--- config.mk ---
export PLATFORM = sky130hd
export DESIGN_NAME = gb_interrupt_timer
export DESIGN_NICKNAME = d
export VERILOG_FILES = /design/src/rtl/gb_interrupt_timer.sv
export SDC_FILE = /design/constraint.sdc
export NUM_CORES = 1
export LEC_CHECK = 0
export BUFFER_PORTS_ARGS = -buffer_cell sky130_fd_sc_hd__buf_2
export CORE_MARGIN = 2
export CORE_UTILIZATION = 41
export CTS_CLUSTER_SIZE = 24
export DETAILED_ROUTE_END_ITERATION = 10
export PLACE_DENSITY = 0.67
export SLEW_MARGIN = 40
export SYNTH_ARGS = -nofsm -noshare
export SYNTH_HDL_FRONTEND = slang
export SYNTH_SLANG_ARGS = --single-unit
--- constraint.sdc ---
create_clock -name clk -period 2.5 [get_ports clk]
set_input_delay 0.125 -clock clk [delete_from_list [all_inputs] [get_ports clk]]
set_output_delay 0.125 -clock clk [all_outputs]
set_load 0.01 [all_outputs]
--- src/rtl/gb_interrupt_timer.sv ---
// Game Boy DIV/TIMA/TMA/TAC timer with the IF/IE interrupt registers.
// Bus writes are single-cycle strobes: wr_en with a selected addr_i commits data_i at the next rising edge.
module gb_interrupt_timer (
    input  logic        clk,
    input  logic        reset,
    input  logic [15:0] addr_i,
    input  logic [7:0]  data_i,
    input  logic        wr_en,
    output logic [7:0]  data_o,
    output logic        sel_o,
    input  logic        irq_vblank,
    input  logic        irq_stat,
    input  logic        irq_serial,
    input  logic        irq_joypad,
    input  logic        clear_interrupt_flag,
    output logic [7:0]  reg_IF,
    output logic [7:0]  reg_IE,
    output logic [1:0]  fsm_state
);

    typedef enum logic [1:0] {
        RUN    = 2'd0,
        OVF    = 2'd1,
        RELOAD = 2'd2
    } state_t;

    state_t      state;
    logic [15:0] counter;
    logic [7:0]  tima;
    logic [7:0]  tma;
    logic [2:0]  tac;
    logic [4:0]  if_q;
    logic [7:0]  ie;
    logic        timer_prev;

    logic        wr_div, wr_tima, wr_tma, wr_tac, wr_if, wr_ie;
    logic        timer_bit, timer_sig, timer_fall, timer_irq;
    logic [4:0]  if_cleared, if_next;

    assign wr_div  = wr_en && (addr_i == 16'hFF04);
    assign wr_tima = wr_en && (addr_i == 16'hFF05);
    assign wr_tma  = wr_en && (addr_i == 16'hFF06);
    assign wr_tac  = wr_en && (addr_i == 16'hFF07);
    assign wr_if   = wr_en && (addr_i == 16'hFF0F);
    assign wr_ie   = wr_en && (addr_i == 16'hFFFF);

    always_comb begin
        case (tac[1:0])
            2'b00:   timer_bit = counter[9];
            2'b01:   timer_bit = counter[3];
            2'b10:   timer_bit = counter[5];
            default: timer_bit = counter[7];
        endcase
    end

    assign timer_sig  = tac[2] & timer_bit;
    assign timer_fall = timer_prev & ~timer_sig;
    // A TIMA write during OVF cancels both the reload and the interrupt.
    assign timer_irq  = (state == OVF) && !wr_tima;

    // x & (x - 1) drops the lowest set bit, which is the highest-priority request.
    assign if_cleared = clear_interrupt_flag ? (if_q & (if_q - 5'd1)) : if_q;
    assign if_next    = (wr_if ? data_i[4:0] : if_cleared)
                      | {irq_joypad, irq_serial, timer_irq, irq_stat, irq_vblank};

    always_ff @(posedge clk) begin
        if (reset) begin
            state      <= RUN;
            counter    <= 16'h0000;
            tima       <= 8'h00;
            tma        <= 8'h00;
            tac        <= 3'b000;
            if_q       <= 5'b00000;
            ie         <= 8'h00;
            timer_prev <= 1'b0;
        end else begin
            counter    <= wr_div ? 16'h0000 : counter + 16'd4;
            timer_prev <= timer_sig;
            if_q       <= if_next;
            if (wr_tma) tma <= data_i;
            if (wr_tac) tac <= data_i[2:0];
            if (wr_ie)  ie  <= data_i;

            case (state)
                RUN: begin
                    if (wr_tima) begin
                        tima <= data_i;
                    end else if (timer_fall) begin
                        tima <= tima + 8'd1;
                        if (tima == 8'hFF) state <= OVF;
                    end
                end
                OVF: begin
                    if (wr_tima) begin
                        tima  <= data_i;
                        state <= RUN;
                    end else begin
                        tima  <= tma;
                        state <= RELOAD;
                    end
                end
                RELOAD: begin
                    // TMA written now is what the reloaded TIMA must hold.
                    if (wr_tma) tima <= data_i;
                    state <= RUN;
                end
                default: state <= RUN;
            endcase
        end
    end

    always_comb begin
        sel_o  = 1'b1;
        data_o = 8'hFF;
        case (addr_i)
            16'hFF04: data_o = counter[15:8];
            16'hFF05: data_o = tima;
            16'hFF06: data_o = tma;
            16'hFF07: data_o = {5'b11111, tac};
            16'hFF0F: data_o = {3'b111, if_q};
            16'hFFFF: data_o = ie;
            default:  sel_o  = 1'b0;
        endcase
    end

    assign reg_IF    = {3'b000, if_q};
    assign reg_IE    = ie;
    assign fsm_state = state;

endmodule

Yosys cells after proc, flatten, opt, wreduce, memory -nomap -nowiden. Cells that the tools add are included.

Memories kept: 0. Memory bits (read-only): 0. RAM bits: 0. Flip-flop bits (word level): 51. Word-level logic and storage cells: 62. Input bits: 32. Output and inout port bits: 27. Bits in latches: 0.

Multiplexer cells: 15. Divide/modulo/power cells: 0. Shift operators: 0. Bitwise operators: 5. Reduce and logical (&&, ||, !) cells: 15. Add/sub/neg operators: 3. $lt $le $gt $ge: 0. Multiply operators: 0. Equal/unequal tests: 16.

Operator list (number): $eq A16 B16 Y1 const B (6); $pmux W8 S6 (1); $mux W8 (4); $pmux W8 S3 (1); $add A16 B3 Y16 const B (1); $mux W5 (2); $add A8 B1 Y8 const B (1); $eq A8 B8 Y1 const B (1); $mux W2 (4); $ne A2 B2 Y1 const B (4); $logic_and A1 B1 Y1 (7); $reduce_and A3 Y1 (2); $reduce_or A6 Y1 (1); $and A5 B5 Y5 (1); $or A5 B5 Y5 (1); $sub A5 B1 Y5 const B (1); $eq A2 B1 Y1 const B (2); $eq A2 B2 Y1 const B (2); $logic_not A2 Y1 (2); $pmux W2 S2 (1); $ne A3 B3 Y1 const B (1); $pmux W1 S3 (1); $reduce_bool A3 Y1 (1); $and A1 B1 Y1 (2); 4 further kinds (4).

Logic depth before layout (Yosys ltp).
Depth after elaboration: 8. Gate-level depth with buffers: 8. Depth with buffers taken out: 6.

Worst setup path before layout. Ideal clock, no wire load.

Kind: input-to-output. Start: input addr_i[14]. End: output data_o[0]. Stages: 5. Arrival: 2.158 ns. Slack: 0.217 ns. Buffers on the path: 0. Data required time: 2.375 ns. Cell sequence: nand4_1 or2_2 a2111oi_0 o21ai_0 a221o_1.

Cells in the longest elaborated chain, start to end: 2. Elaborated cells on any way between the ends: 7. Classes of those cells: eq/ne (6); mux (1).

RTL lines: start: declaration (line 6) `input logic [15:0] addr_i,`; $eq A16 B16 Y1 (line 115) `case (addr_i)`; $pmux W8 S6 (*) (line 115); end: declaration (line 9) `output logic [7:0] data_o,`.

Every way passes the cells marked *; elsewhere a longest branch is shown, timed or not.

Worst setup path after layout.
Start: register tac[0]. End: register tima[7].

Cells in the longest elaborated chain, start to end: 7. Elaborated cells on any way between the ends: 9. Classes of those cells: eq/ne (3); mux (1); bitwise (3); reduce/logical (2).

RTL lines: start: declaration (line 31) `logic [2:0] tac;`; start signal: assignment (line 81) `if (wr_tac) tac <= data_i[2:0];`; $eq A2 B2 Y1, or another cell as far along (line 48) `case (tac[1:0])`; $pmux W1 S3 (*) (line 48); $and A1 B1 Y1 (*) (line 56) `assign timer_sig = tac[2] & timer_bit;`; $not A1 Y1 (*) (line 57) `assign timer_fall = timer_prev & ~timer_sig;`; $and A1 B1 Y1 (*) (line 57); $ne A3 B3 Y1 (no line) (*); $reduce_and A3 Y1 (no line) (*); end signal: assignment (line 87) `tima <= data_i;`; end signal: assignment (line 89) `tima <= tima + 8'd1;`; end signal: assignment (line 95) `tima <= data_i;`; end: declaration (line 29) `logic [7:0] tima;`.

Marked as above. A chain may end at the register's enable or synchronous reset.

==> metrics.txt <==
status finished, final reports clean; Flop pwr share 0.534; crit path kind reg2reg; Register Area 981 um^2; initial antenna violation count 0; Die Span X 86.3 um; pre-CTS setup slack 0.214 ns; CTS buffer count 5; drt total wl 7320 um; synthesis-to-layout area growth 16.6%; crit path capture type register; TritonCTS clock tree done; switching portion of total power 0.226; unrepaired setup endpoints after global routing no; fin crit share 0.914; CTS clk-pin slew, worst paths 0.09 ns; #FFs+latches synth 49; Post-CTS Setup Bufs 0; xor/xnor cell area share of the yosys netlist 0.0536; share of the synthesized area in the top cell type 0.353; Ys Warns 0; Initial DRC Count 179; Worst Skew 0.00441 ns; NetSw 0.000337 W; Worst EP arrival 2.52 ns; f_max 438 MHz; PostCTS Resize Cnt 0; Main synth FF type dfxtp_1; Hold Fails Final Rpt 0; Clock Sinks 49; Total GRT Usage 0.196; total of max-cap violations 0; Worst Max-Slew Pin Slew 0.548 ns; area of the multi-input gates 1670 um^2; count leader, synth dfxtp_1; Post-synth ARST share 0; die area 7450 um^2; pwr dens 461 nW/um^2; clk_lat worst skew 0.31 ns; Cell Chain, Critical Path mux4_2 > a21boi_0 > a21oi_1 > a221oi_4 > buf_4 > o21ai_0 > a31oi_1; fin worst setup slack 0.215 ns; CP max FO 16; Leakage 1.42 nW; grt ovf 0; Post-synth EDFFs 0; main combinational cell family by area after synthesis simple AND/OR/NAND/NOR gates; Mapped Area 2780 um^2; final setup fails 0; top post-synthesis cells by count dfxtp_1 (49), nor2_1 (47), nand2_1 (29), mux2i_1 (19), nand3_1 (18); Row Count 30; wire per inst 15.8 um; post-synthesis adder-cell area fraction 0.0270; largest area contributor in the netlist dfxtp_1; ANT nets after route 0; Starting Density 0.416; DRC viols 0; I/O pins 59; Mean Syn Cell Area 8.42 um^2; Worst path slowest cell mux4_2; worst min path class in2reg; largest net degree at the start of global routing 27; Comb pwr share 0.072; multiplexer share of the synthesized area 0.109; Netlist cell types 47; Int Power 0.00116 W; Nets 420; clock network power share 0.394; cts hold-fix bufs 0; Worst VDD drop 0.241 mV; n_diodes 0; Gate Count Post-Synth 330; Simple-Gate Fraction of Synth Area 0.214; Final Max Tran Viols 0; HPWL Detailed 5380 um; Synth Area in Compound Gates 0.193; via count 2620; synth top area cells dfxtp_1 (35%), mux2i_1 (6.8%), nor2_1 (6.3%); Root Driver clkbuf_8; max incr delay on CP 0.53 ns; Die Y 86.3 um; first-pass GRT wire length 11500 um; Max clock buf depth 2; max_slew headroom 0.633; drt via density 5.66; Tot Pwr 0.00149 W; post-synthesis sequential area ratio 0.353; vias in the first global route 2393; Critical Path Start Type register; clock period minus worst slack 2.28 ns; I/O Buffers 55; H-tree levels 2; core area 6680 um^2; setup_tns 0 ns; first drt pass iteration count 4; gpl congestion 0.864; fraction of layout instances using a drive strength above 1 0.209; Worst Path Required 2.74 ns; Filler cells 660
[cells by family after synthesis]
kind of cell,count (synthesis)
DFF,49
xor gates and xnor gates,17
buffers and inverters,30
adders and majority gates,6
other,1
muxes,25
and+or+nand+nor,125
AOI/OAI and AO/OA,77
[registers in the layout, summed over array words and instances (netlist names)]
name and count:
tac 3, if_q 5, reg_IE 8, counter 14, tima 8, tma 8
fsm_state 2, timer_prev 1
[path summary, 6_finish.rpt]
check / from / endpoint / slack [ns] / depth (start not counted)
setup / recovery: tac[0] / tima[7] / 0.22 / 7
setup reg to reg: tac[0] / tima[7] / 0.22 / 7
hold reg to reg: counter[2] / counter[2] / 0.47 / 1
hold / removal: irq_stat / if_q[1] / 0.03 / 3
[layout make-up]
class	instances	share of cell area
clock buffer	7	0.0266
clock inverter	1	0.00927
inverter	11	0.0127
multi-input combinational	253	0.517
sequential	49	0.303
tap	80	0.0309
timing repair buffer	62	0.101
[metal layers]
layer / vias up / GRT usage / part of all wire
li1: 1291 / - / -
met1: 1232 / 0.271 / 0.45
met2: 87 / 0.317 / 0.46
met3: 10 / 0.0314 / 0.071
met4: 0 / 0.0582 / 0.015
met5: - / 0 / 0
[worst max-delay path: cells and delay by family, from the launching register on]
kind                   cells  cell delay (ns)
muxes                      1             0.53
AOI/OAI and AO/OA          5             1.08
DFF                        1             0.38
buffers and inverters      1             0.23
[power groups by stage]
| stage | combinational [W] | clock (W) | sequential (W) |
|---|---|---|---|
| CTS | 0.000107 | 0.000597 | 0.000797 |
| global placement | 0.000105 | 0 | 0.000815 |
| finish | 0.000107 | 0.000589 | 0.000797 |
| global route | 0.000117 | 0.000625 | 0.000799 |
| detailed placement | 0.000107 | 0 | 0.000815 |
| floorplan | 0.0000514 | 0 | 0.000816 |
[per-stage QoR]
step | utilization | cell area [um^2] | hold slack (ns) | instances
3_3_place_gp | 0.467 | 3120 | 0.337 | 455
5_1_grt | 0.485 | 3240 | 0.0353 | 463
3_5_place_dp | 0.467 | 3120 | 0.343 | 455
2_1_floorplan | - | 2790 | 0.245 | 332
6_report | 0.485 | 3240 | 0.0333 | 463
4_1_cts | 0.484 | 3240 | 0.0269 | 463
[placed cells by master (no fill, tap or decap), drive strengths merged, types with 10 or more instances in the layout]
| cell type | netlist | final |
|---|---|---|
| inv | 11 | 11 |
| a31oi | 11 | 11 |
| a21oi | 15 | 15 |
| xor2 | 10 | 10 |
| nand3 | 18 | 18 |
| o21ai | 17 | 17 |
| mux2i | 19 | 19 |
| nand2 | 29 | 29 |
| buf | 5 | 62 |
| dfxtp | 49 | 49 |
| nor2 | 47 | 47 |
(Power assumes the default switching activity.)
